--- src/rtl/vga_console_writer_if.sv ---
// Character stream into the console writer, plus its VRAM write port and status.
// master = character producer / observer, slave = the writer block.
interface vga_console_writer_if;
    logic [7:0]  in_data;
    logic [7:0]  in_attr;
    logic        in_valid;
    logic        in_ready;
    logic [10:0] vram_waddr;
    logic [15:0] vram_wdata;
    logic        vram_we;
    logic [4:0]  cursor_row;
    logic [5:0]  cursor_col;
    logic        busy;

    modport master (
        output in_data, in_attr, in_valid,
        input  in_ready, vram_waddr, vram_wdata, vram_we, cursor_row, cursor_col, busy
    );

    modport slave (
        input  in_data, in_attr, in_valid,
        output in_ready, vram_waddr, vram_wdata, vram_we, cursor_row, cursor_col, busy
    );
endinterface

--- src/rtl/vga_console_writer.sv ---
// Text console writer: turns a character stream into VRAM cell writes, handling
// CR/LF/BS/FF, line wrap and row/screen clears one cell per cycle.
module vga_console_writer #(
    parameter int          COLS = 40,
    parameter int          ROWS = 30,
    parameter logic [15:0] FILL = 16'h0020
) (
    input  logic clk,
    input  logic rst_n,
    vga_console_writer_if.slave bus
);
    localparam int CELLS = COLS * ROWS;

    typedef enum logic [1:0] {IDLE, CLRSCR, CLRROW} state_t;

    state_t      state;
    logic [4:0]  row;
    logic [5:0]  col;
    logic [10:0] row_base;
    logic [10:0] clr_addr;
    logic [5:0]  clr_col;
    logic        we_q;
    logic [10:0] waddr_q;
    logic [15:0] wdata_q;
    logic        busy_q;
    logic        ready_q;

    logic        accept;
    logic        printable;
    logic        enter_row;
    logic [4:0]  next_row;
    logic [10:0] next_base;
    logic [10:0] cur_addr;

    // row_base tracks row*COLS so no multiplier is needed for the cell address
    always_comb begin
        accept    = bus.in_valid && ready_q;
        printable = (bus.in_data >= 8'h20) && (bus.in_data <= 8'h7E);
        next_row  = (row == 5'(ROWS - 1)) ? 5'd0 : row + 5'd1;
        next_base = (row == 5'(ROWS - 1)) ? 11'd0 : row_base + 11'(COLS);
        cur_addr  = row_base + {5'd0, col};
        enter_row = accept && (state == IDLE) &&
                    ((printable && (col == 6'(COLS - 1))) || (bus.in_data == 8'h0A));
    end

    always_ff @(posedge clk or negedge rst_n) begin
        if (!rst_n) begin
            state    <= CLRSCR;
            row      <= '0;
            col      <= '0;
            row_base <= '0;
            clr_addr <= '0;
            clr_col  <= '0;
            we_q     <= 1'b0;
            waddr_q  <= '0;
            wdata_q  <= '0;
            busy_q   <= 1'b1;
            ready_q  <= 1'b0;
        end else begin
            we_q <= 1'b0;
            case (state)
                CLRSCR: begin
                    we_q    <= 1'b1;
                    waddr_q <= clr_addr;
                    wdata_q <= FILL;
                    if (clr_addr == 11'(CELLS - 1)) begin
                        state   <= IDLE;
                        busy_q  <= 1'b0;
                        ready_q <= 1'b1;
                    end else begin
                        clr_addr <= clr_addr + 11'd1;
                    end
                end
                CLRROW: begin
                    we_q     <= 1'b1;
                    waddr_q  <= clr_addr;
                    wdata_q  <= FILL;
                    clr_addr <= clr_addr + 11'd1;
                    clr_col  <= clr_col + 6'd1;
                    if (clr_col == 6'(COLS - 1)) begin
                        state   <= IDLE;
                        busy_q  <= 1'b0;
                        ready_q <= 1'b1;
                    end
                end
                IDLE: begin
                    if (accept) begin
                        if (printable) begin
                            we_q    <= 1'b1;
                            waddr_q <= cur_addr;
                            wdata_q <= {bus.in_attr, bus.in_data};
                            col     <= (col == 6'(COLS - 1)) ? 6'd0 : col + 6'd1;
                        end else if (bus.in_data == 8'h0A || bus.in_data == 8'h0D) begin
                            col <= '0;
                        end else if (bus.in_data == 8'h08) begin
                            if (col != 6'd0) begin
                                col     <= col - 6'd1;
                                we_q    <= 1'b1;
                                waddr_q <= cur_addr - 11'd1;
                                wdata_q <= FILL;
                            end
                        end else if (bus.in_data == 8'h0C) begin
                            state    <= CLRSCR;
                            clr_addr <= '0;
                            row      <= '0;
                            col      <= '0;
                            row_base <= '0;
                            busy_q   <= 1'b1;
                            ready_q  <= 1'b0;
                        end
                        // Wrap and LF both land here; the new row is cleared before more input
                        if (enter_row) begin
                            row      <= next_row;
                            row_base <= next_base;
                            clr_addr <= next_base;
                            clr_col  <= '0;
                            state    <= CLRROW;
                            busy_q   <= 1'b1;
                            ready_q  <= 1'b0;
                        end
                    end
                end
                default: begin
                    state    <= CLRSCR;
                    clr_addr <= '0;
                    busy_q   <= 1'b1;
                    ready_q  <= 1'b0;
                end
            endcase
        end
    end

    assign bus.in_ready   = ready_q;
    assign bus.busy       = busy_q;
    assign bus.vram_we    = we_q;
    assign bus.vram_waddr = waddr_q;
    assign bus.vram_wdata = wdata_q;
    assign bus.cursor_row = row;
    assign bus.cursor_col = col;
endmodule

--- src/flat_wrapper.sv ---
// flat-port wrapper written by rule: the top's interface ports become plain ports
module vga_console_writer_flat 
#(
    parameter int          COLS = 40,
    parameter int          ROWS = 30,
    parameter logic [15:0] FILL = 16'h0020
)
  (clk, rst_n, bus_in_data, bus_in_attr, bus_in_valid, bus_in_ready, bus_vram_waddr, bus_vram_wdata, bus_vram_we, bus_cursor_row, bus_cursor_col, bus_busy);
  vga_console_writer_if bus_i ();
  input  logic clk;
  input  logic rst_n;
  input wire logic [$bits(bus_i.in_data)-1:0] bus_in_data;
  input wire logic [$bits(bus_i.in_attr)-1:0] bus_in_attr;
  input wire logic [$bits(bus_i.in_valid)-1:0] bus_in_valid;
  output wire logic [$bits(bus_i.in_ready)-1:0] bus_in_ready;
  output wire logic [$bits(bus_i.vram_waddr)-1:0] bus_vram_waddr;
  output wire logic [$bits(bus_i.vram_wdata)-1:0] bus_vram_wdata;
  output wire logic [$bits(bus_i.vram_we)-1:0] bus_vram_we;
  output wire logic [$bits(bus_i.cursor_row)-1:0] bus_cursor_row;
  output wire logic [$bits(bus_i.cursor_col)-1:0] bus_cursor_col;
  output wire logic [$bits(bus_i.busy)-1:0] bus_busy;
  assign bus_i.in_data = bus_in_data;
  assign bus_i.in_attr = bus_in_attr;
  assign bus_i.in_valid = bus_in_valid;
  assign bus_in_ready = bus_i.in_ready;
  assign bus_vram_waddr = bus_i.vram_waddr;
  assign bus_vram_wdata = bus_i.vram_wdata;
  assign bus_vram_we = bus_i.vram_we;
  assign bus_cursor_row = bus_i.cursor_row;
  assign bus_cursor_col = bus_i.cursor_col;
  assign bus_busy = bus_i.busy;
  vga_console_writer #(.COLS(COLS), .ROWS(ROWS), .FILL(FILL)) u_core (.clk(clk), .rst_n(rst_n), .bus(bus_i));
endmodule
--- config.mk ---
export PLATFORM = sky130hd
export DESIGN_NAME = vga_console_writer_flat
export DESIGN_NICKNAME = d
export VERILOG_FILES = /design/src/rtl/vga_console_writer_if.sv /design/src/rtl/vga_console_writer.sv /design/src/flat_wrapper.sv
export SDC_FILE = /design/constraint.sdc
export NUM_CORES = 1
export LEC_CHECK = 0
export ABC_AREA = 0
export CORE_AREA = 2 2 102 104
export DETAILED_ROUTE_END_ITERATION = 8
export DIE_AREA = 0 0 104 106
export DONT_BUFFER_PORTS = 1
export PLACE_DENSITY = 0.64
export SLEW_MARGIN = 20
export SYNTH_ARGS = -nofsm -noshare
export SYNTH_HDL_FRONTEND = slang
export SYNTH_SLANG_ARGS = --single-unit
--- constraint.sdc ---
create_clock -name clk -period 4 [get_ports clk]
set_input_delay 0.4 -clock clk [delete_from_list [all_inputs] [get_ports clk]]
set_output_delay 0.4 -clock clk [all_outputs]
set_load 0.1 [all_outputs]
* Yosys cells after proc, flatten, opt, wreduce, memory -nomap -nowiden
Cells that the tools add are included.
** Storage, ports and cells
- Flip-flop bits (word level) :: 71
- Output and inout port bits :: 41
- Input port bits :: 19
- Word-level logic and storage cells :: 136
** Operators by class
- Magnitude comparators :: 2
- Equal/unequal tests :: 26
- Reductions and logical operators :: 20
- Muxes and demuxes :: 69
- Add/subtract/negate cells :: 8
** Operators by type and width (count)
- 11-bit two-way mux :: 13
- 16-bit two-way mux :: 5
- 6-bit two-way mux :: 8
- 11-bit case mux with 3 select lines :: 1
- 8-bit by 4-bit == test with 1-bit output (second input constant) :: 4
- 16-bit case mux with 2 select lines :: 1
- 5-bit two-way mux :: 6
- 11-bit case mux with 2 select lines :: 1
- 1-bit two-way mux :: 21
- 3-bit by 2-bit != test with 1-bit output (second input constant) :: 6
- 2-bit two-way mux :: 8
- 6-bit by 1-bit adder with 6-bit output (second input constant) :: 2
- 6-bit == test (second input constant) :: 2
- 2-bit by 1-bit != test with 1-bit output (second input constant) :: 6
- 6-bit case mux with 2 select lines :: 1
- 6-bit AND reduction :: 2
- 11-bit by 1-bit adder with 11-bit output (second input constant) :: 1
- 11-bit by 6-bit adder with 11-bit output :: 1
- 11-bit by 6-bit adder with 11-bit output (second input constant) :: 1
- 11-bit == test (second input constant) :: 1
- 11-bit by 1-bit subtractor with 11-bit output (second input constant) :: 1
- 8-bit by 6-bit >= comparator with 1-bit output (second input constant) :: 1
- 8-bit by 7-bit less-or-equal comparator with 1-bit output (second input constant) :: 1
- 7-bit AND reduction :: 1
- 21 further kinds :: 30

* Depth between registers and ports, before layout
Gate-level depths: netlist of run 1.
- Depth in word-level cells :: 8
- Mapped depth :: 10
- Gate-level depth less buffers :: 9

* Least setup slack after synthesis of run 1
Ideal clock, no wire load.
- Path type :: register to register
- Start point :: reg u_core.col[0] (netlist: u_core.bus.cursor_col[0])
- End point :: reg u_core.waddr_q[6] (netlist: u_core.bus.vram_waddr[6])
- Path buffers :: 0
- Library setup time :: 126 ps
- Clock period less this slack :: 3203 ps
- Required time :: 3874 ps
- Cell stages (with the launch flop) :: 10
- Path slack :: 797 ps
- Data arrival time :: 3077 ps
- Cells stage by stage :: dfrtp_1 -> ha_1 -> fa_1 -> inv_1 -> ha_1 -> or3b_4 -> nor4_4 -> xnor2_1 -> nor2_1 -> o32a_1
** Between the ends
- Word-level cells in the longest chain between the ends :: 8
- Elaborated cells between the ends (all ways) :: 11
- Those cells by class :: add/sub (2); eq/ne (1); mux (6); reduce/logical (2)
** Ends and longest elaborated chain
- start, declared :: line vga_console_writer.sv:18 : logic [5:0] col;
- start signal, assigned :: line vga_console_writer.sv:92 : col <= (col == 6'(COLS - 1)) ? 6'd0 : col + 6'd1;
- start signal, assigned :: line vga_console_writer.sv:97 : col <= col - 6'd1;
- 11-bit by 6-bit adder with 11-bit output :: line vga_console_writer.sv:41 : cur_addr = row_base + {5'd0, col};
- 11-bit by 1-bit subtractor with 11-bit output :: line vga_console_writer.sv:99 : waddr_q <= cur_addr - 11'd1;
- 11-bit two-way mux :: line vga_console_writer.sv:96 : if (col != 6'd0) begin
- 11-bit two-way mux :: line vga_console_writer.sv:95 : end else if (bus.in_data == 8'h08) begin
- 11-bit two-way mux :: line vga_console_writer.sv:93 : end else if (bus.in_data == 8'h0A || bus.in_data == 8'h0D) begin
- 11-bit two-way mux :: line vga_console_writer.sv:88 : if (printable) begin
- 11-bit two-way mux :: line vga_console_writer.sv:87 : if (accept) begin
- 11-bit case mux with 2 select lines :: line vga_console_writer.sv:61 : case (state)
- end signal, assigned :: line vga_console_writer.sv:64 : waddr_q <= clr_addr;
- end signal, assigned :: line vga_console_writer.sv:90 : waddr_q <= cur_addr;
- end signal, assigned :: line vga_console_writer.sv:99
- end, declared :: line vga_console_writer.sv:23 : logic [10:0] waddr_q;
Parallel ways exist; a longest one is shown, timed or not. The select of a mux whose other input is x is not followed.
A chain may end at the register's enable or synchronous reset.

* Final worst setup path of run 1
- Start point :: reg u_core.col[5] (netlist: u_core.bus.cursor_col[5])
- End point :: reg u_core.waddr_q[9] (netlist: u_core.bus.vram_waddr[9])
Same word-level chain as after synthesis.

==> results.md, run 1 <==
* Inserted Diodes at 0
* Critical path peak fanout at 9
* Cell Rows at 37
* Most used DFF post-synth: dfrtp_1
* Crit. End Element: flop
* Drt initial violations at 221
* Post-synthesis sequential area ratio at 40.4%
* Hold Fails Final Rpt at 0
* Max clock buf depth at 2
* # nets final at 544
* DRC violations left at 0
* Synth Instances at 504
* FMAX at 327 MHz
* Root Buffer: clkbuf_8
* Num CTS Buffers at 9
* Flops & latches, synth at 71
* Hold_ws at 0.162 ns
* Status: completed
* Post-synth ARST share at 100%
* Vias in the first global route at 3,511
* Synth Net Count at 543
* Worst hold path class: primary input to flop
* Placed instance area at 0.00456 mm2
* Height of the die at 106 um
* Max VDD drop at 0.150 mV
* CP arrival at 3.29 ns
* GPL Wtd Cong at 0.839
* Reg2Reg Setup Slack at 0.94 ns
* Hold Path Cell Cnt at 2
* Crit path max-delay cell type: nor4_1
* Clock latency on the worst-skew pair at 0.36 ns
* Io pins at 60
* Initial Util at 44.1%
* Crit path cell chain: buf_4 -> ha_1 -> nor2b_1 -> a221oi_1 -> nand3_1 -> nor4_1 -> and3b_1 -> xor2_1 -> o21ai_0
* Static leakage at 2.09 nW
* CP Buf/Inv Count at 1
* Synthesized area at 0.00441 mm2
* Post-route cell area at 0.00480 mm2
* Period utilization at 76.4%
* Final count of negative-setup-slack endpoints at 0
* Worst path required time at 4.23 ns
* DR vias at 3,688
* DRT Pass-1 Iters at 5
* Initial antenna violation count at 0
* Largest net degree at the start of global routing at 72
* Number of antenna-violating nets in the routed design at 0
* Relative slew slack at 33.3%
* Detailed placement HPWL at 7660 um
* Worst Setup SP: u_core.bus.cursor_col[5]
* Critical path type: flop to flop
* WP depth at 9
* Most frequent cells in the layout: nand2_1 (76), dfrtp_1 (69), o21ai_0 (46), nor2_1 (44), nand3_1 (30)
* Commonest non-fill, non-tap cell in the layout: nand2_1
* Synth top area share at 39.2%
* Setup TNS at 0 ns
* Reg2reg end: u_core.bus.vram_waddr[9]
* Post-DR wirelength/cell at 16.7 um
* Max Slew Vio Count at 0
* Synth area leader: dfrtp_1
* Period minus WS final at 3.06 ns
* First-pass GRT wire length at 17,900 um
* Aggregate global routing overflow at 0
* Max_cap viols at 0
* Synth Area per Inst at 8.74 um2
* Distinct cells, synth at 68
* Crit path max-delay family: simple AND/OR/NAND/NOR gates
* TritonCTS clock tree: built
* Final cell count without fillers at 646
* Number of post-CTS setup repair buffers at 0
* Placed cell count at 628
* H-tree levels at 3
* DIE AREA at 0.0110 mm2
* GRT Util Overall at 20.3%
* Post-synth EDFFs at 0
* Total Wirelength at 10,800 um
* Worst Tran Pin Value at 1.00 ns
* CTS sink count at 71
* Proportion of layout cells with a drive suffix above 1 at 10.0%
* Area Growth Syn to Fin at 8.83%
* Setup crit end: u_core.bus.vram_waddr[9]
* Critical R2R Launch: u_core.bus.cursor_col[5]
* RSZ-0062 raised after global routing: false
* FF-to-FF path depth at 9
* Core region area at 0.0100 mm2
* CTS clock-pin slew for the worst setup and hold paths at 0.09 ns
* Critical Path Source Type: flop
* Vias/cell at 5.71
* Post-route clock skew at 0.0121 ns
* Synth area leaders: dfrtp_1 (39%), nand2_1 (6.5%), ha_1 (5.4%)
* Pwr per Cell Area at 285 mW/mm2
* CP peak stage delay at 0.48 ns
* I/O Buffers at 0
* Ys Warns at 0
* Die X at 104 um
## registers in the layout, indices dropped and copies added (netlist names)
signal                 flops
u_core.bus.vram_wdata     16
u_core.bus.vram_waddr     11
u_core.clr_addr           11
u_core.row_base           11
u_core.bus.cursor_col      6
u_core.clr_col             6
u_core.bus.cursor_row      5
u_core.state               2
u_core.bus.busy            1
u_core.bus.in_ready        1
u_core.bus.vram_we         1
## worst reg2reg max path: stages (launching register included)
cell      delay, ns
dfrtp_1        0.45
buf_4          0.34
ha_1           0.39
nor2b_1        0.20
a221oi_1       0.27
nand3_1        0.20
nor4_1         0.49
and3b_1        0.24
xor2_1         0.25
o21ai_0        0.11
## per-layer routing
layer	track usage [%]	share of wire (%)
met5	0	0
met4	4.44	0.69
met3	6.07	5.5
met2	32.3	46
met1	27.4	48
## power by group
| group | total, W | switching [W] | internal (W) | leakage [nW] |
|---|---|---|---|---|
| registers | 0.000717 | 0 | 0.000717 | 0.924 |
| clock network | 0.000603 | 0.000309 | 0.000294 | 0.0929 |
| logic | 0.0000452 | 0.0000310 | 0.0000142 | 1.07 |
| total | 0.00137 | 0.000340 | 0.00103 | 2.09 |
## final cells by class
class	instances	area, um2
clock buffers	9	124
clock inverters	7	78.8
fillers	994	5200
inverters	16	60.1
multi-input cells	389	2430
flip-flops and latches	71	1780
well taps	136	170
repair buffers	18	158
## cells in the mapped netlist, types with 2 or more instances
| cell type | number |
|---|---|
| nor4_1 | 3 |
| o32a_1 | 2 |
| clkbuf_1 | 20 |
| mux2i_1 | 2 |
| and2_1 | 2 |
| o22ai_1 | 4 |
| a22oi_1 | 10 |
| or3_1 | 2 |
| o31ai_1 | 4 |
| buf_2 | 3 |
| o21a_1 | 4 |
| a21o_1 | 5 |
| nor2_1 | 44 |
| a221oi_1 | 2 |
| nor3_1 | 5 |
| o21ai_1 | 5 |
| xnor2_1 | 18 |
| nand2b_1 | 2 |
| nand4_1 | 10 |
| inv_1 | 16 |
| o21ai_0 | 46 |
| nor2b_1 | 2 |
| nand2_1 | 76 |
| nor3b_1 | 2 |
| o2bb2ai_1 | 2 |
| xor2_1 | 14 |
| mux2_2 | 3 |
| ha_1 | 19 |
| and3_1 | 8 |
| a31oi_1 | 3 |
| nor4bb_1 | 2 |
| a22o_1 | 4 |
| nand3_1 | 30 |
| buf_6 | 3 |
| dfrtp_1 | 69 |
| o211ai_1 | 4 |
| dfstp_2 | 2 |
| and3_2 | 2 |
| a21oi_1 | 21 |
## worst min path at each step
stage / start / end / slack [ns]
4_1_cts: bus_in_attr[7] / u_core.bus.vram_wdata[15] / 0.15
3_5_place_dp: rst_n / u_core.bus.vram_wdata[14] / 0.11
5_1_grt: bus_in_data[2] / u_core.bus.vram_wdata[2] / 0.13
3_3_place_gp: rst_n / u_core.bus.vram_wdata[4] / 0.11
2_1_floorplan: rst_n / u_core.bus.cursor_col[0] / 0.10
6_report: bus_in_attr[7] / u_core.bus.vram_wdata[15] / 0.16
## logic make-up (layout without fill, tap and decap cells)
group	after synthesis	after routing	share of synthesized area, %
simple gates	202	202	22.1
compound gates	130	130	19.5
flops	71	71	40.4
buf+inv	44	50	4.57
xor+xnor	32	32	6.36
fa+ha+maj	20	20	5.85
mux	5	5	1.22
## metrics by stage
stage          power [W]  utilization, %  setup WS [ns]
2_1_floorplan   0.000755               -          0.797
3_3_place_gp    0.000758            45.6           1.13
3_5_place_dp    0.000758            45.6           1.06
4_1_cts          0.00138            48.0           1.02
5_1_grt          0.00143            48.0          0.854
6_report         0.00137            48.0          0.945
## repair_timing
item | 4_1_cts | 5_1_grt
hold buffers | 2 | 0
endpoints found under the hold margin | 71 | 0
resized for setup | 0 | 0
(Power assumes the default switching activity.)
==> run 2: changes to the inputs <==
PLACE_DENSITY = 0.66   (was 0.64)
clock period = 2.78 ns   (was 4 ns; I/O delays follow)
==> results.md, run 2 (synthesis results as in run 1) <==
* Post-route clock skew at 0.0152 ns
* Num CTS Buffers at 9
* Critical Path Source Type: flop
* Max VDD drop at 0.213 mV
* RSZ-0062 raised after global routing: true
* DR vias at 3,824
* DIE AREA at 0.0110 mm2
* Static leakage at 2.16 nW
* Pre-CTS setup slack at 0.0737 ns
* Cell Rows at 37
* Period minus WS final at 2.73 ns
* Die X at 104 um
* Drt initial violations at 259
* Post-route cell area at 0.00496 mm2
* First-pass GRT wire length at 18,400 um
* Worst setup margin at 0.0458 ns
* Status: completed
* TritonCTS clock tree: built
* CTS sink count at 71
* Hold_ws at 0.0450 ns
* Post-DR wirelength/cell at 17.0 um
* Pwr per Cell Area at 416 mW/mm2
* Number of antenna-violating nets in the routed design at 0
* Max Slew Vio Count at 0
* Critical path type: flop to flop
* Crit. End Element: flop
* Vias/cell at 5.82
* Io pins at 60
* Vias in the first global route at 3,736
* Largest net degree at the start of global routing at 72
* Critical R2R Launch: u_core.bus.cursor_col[0]
* Placed instance area at 0.00464 mm2
* Final count of negative-setup-slack endpoints at 0
* Detailed placement HPWL at 7940 um
* Critical path peak fanout at 4
* Core region area at 0.0100 mm2
* Hold Fails Final Rpt at 0
* GRT Util Overall at 20.8%
* Max clock buf depth at 2
* DRC violations left at 0
* Period utilization at 98.4%
* Root Buffer: clkbuf_8
* Reg2Reg Setup Slack at 0.05 ns
* # nets final at 555
* Commonest non-fill, non-tap cell in the layout: nand2_1
* Initial Util at 44.1%
* Setup crit end: u_core.bus.vram_waddr[6]
* FF-to-FF path depth at 9
* GPL Wtd Cong at 0.902
* Most frequent cells in the layout: nand2_1 (76), dfrtp_1 (63), o21ai_0 (45), nor2_1 (44), nand3_1 (30)
* Worst path required time at 3.03 ns
* Clock latency on the worst-skew pair at 0.37 ns
* Worst hold path class: primary input to flop
* I/O Buffers at 0
* FILL cells at 956
* Initial antenna violation count at 0
* DRT Pass-1 Iters at 7
* Max reg flops at 16
* H-tree levels at 3
* CP arrival at 2.98 ns
* Power Total at 0.00207 W
* Worst Setup SP: u_core.bus.cursor_col[0]
* Max_cap viols at 0
* Proportion of layout cells with a drive suffix above 1 at 14.4%
* Height of the die at 106 um
* Worst Tran Pin Value at 0.951 ns
* FMAX at 366 MHz
* CTS clock-pin slew for the worst setup and hold paths at 0.09 ns
* Reg2reg end: u_core.bus.vram_waddr[6]
* Relative slew slack at 36.3%
* Area Growth Syn to Fin at 12.7%
* Aggregate global routing overflow at 0
* Inserted Diodes at 0
* Total Wirelength at 11,200 um
==> run 2: routing by layer <==
layer / vias up / global-route usage, % / share of wire, %
met5: - / 0 / 0
met4: 0 / 7.82 / 1.5
met3: 14 / 5.40 / 5.8
met2: 133 / 33.8 / 47
met1: 1865 / 26.7 / 46
li1: 1812 / - / -
==> run 2: worst min-delay path by stage <==
stage | from | endpoint | slack [ns] | depth (start not counted)
2_1_floorplan | rst_n | u_core.bus.cursor_col[1] | -0.02 | 0
3_3_place_gp | rst_n | u_core.bus.vram_wdata[4] | -0.02 | 0
3_5_place_dp | rst_n | u_core.bus.vram_wdata[4] | -0.02 | 0
5_1_grt | bus_in_data[1] | u_core.bus.vram_wdata[1] | 0.03 | 2
4_1_cts | bus_in_data[1] | u_core.bus.vram_wdata[1] | 0.03 | 2
6_report | bus_in_data[3] | u_core.bus.vram_wdata[3] | 0.05 | 2
==> run 2: area by class of cell <==
cell class / count / area, um2 / share of cell area, %
Clock buffer: 10 / 138 / 2.77
Multi-Input combinational cell: 389 / 2470 / 49.8
Timing Repair Buffer: 29 / 240 / 4.84
Tap cell: 136 / 170 / 3.43
Inverter: 16 / 60.1 / 1.21
Sequential cell: 71 / 1790 / 36.1
Clock inverter: 6 / 92.6 / 1.86
==> run 2: what timing repair did <==
item | in CTS | in global routing
setup buffers | 0 | 2
hold endpoints to repair | 71 | 0
setup endpoints to repair | 0 | 5
hold buffers | 2 | 0
resized for setup | 0 | 9
==> run 2: through the flow <==
stage,util (%),instances,setup TNS [ns]
after global placement,46.4,637,0
after CTS,49.1,655,0
after detailed placement,46.4,637,0
final,49.6,657,0
after global routing,49.6,657,-0.154
after floorplan,-,504,-0.00820
==> run 2: report_power, final <==
part	internal [W]	switching, W	total, W	leakage [nW]
Combinational	0.0000218	0.0000434	0.0000651	1.14
Clock	0.000534	0.000436	0.000970	0.109
Sequential	0.00103	0	0.00103	0.914
==> run 2: worst max-delay path, stage by stage (launching register included) <==
cell and delay (ns):
dfrtp_4 0.51, ha_4 0.18, fa_1 0.48, inv_1 0.08, ha_2 0.16, or3b_4 0.41, nor4_4 0.28, xnor2_1 0.16
nor2_1 0.06, o32a_1 0.29
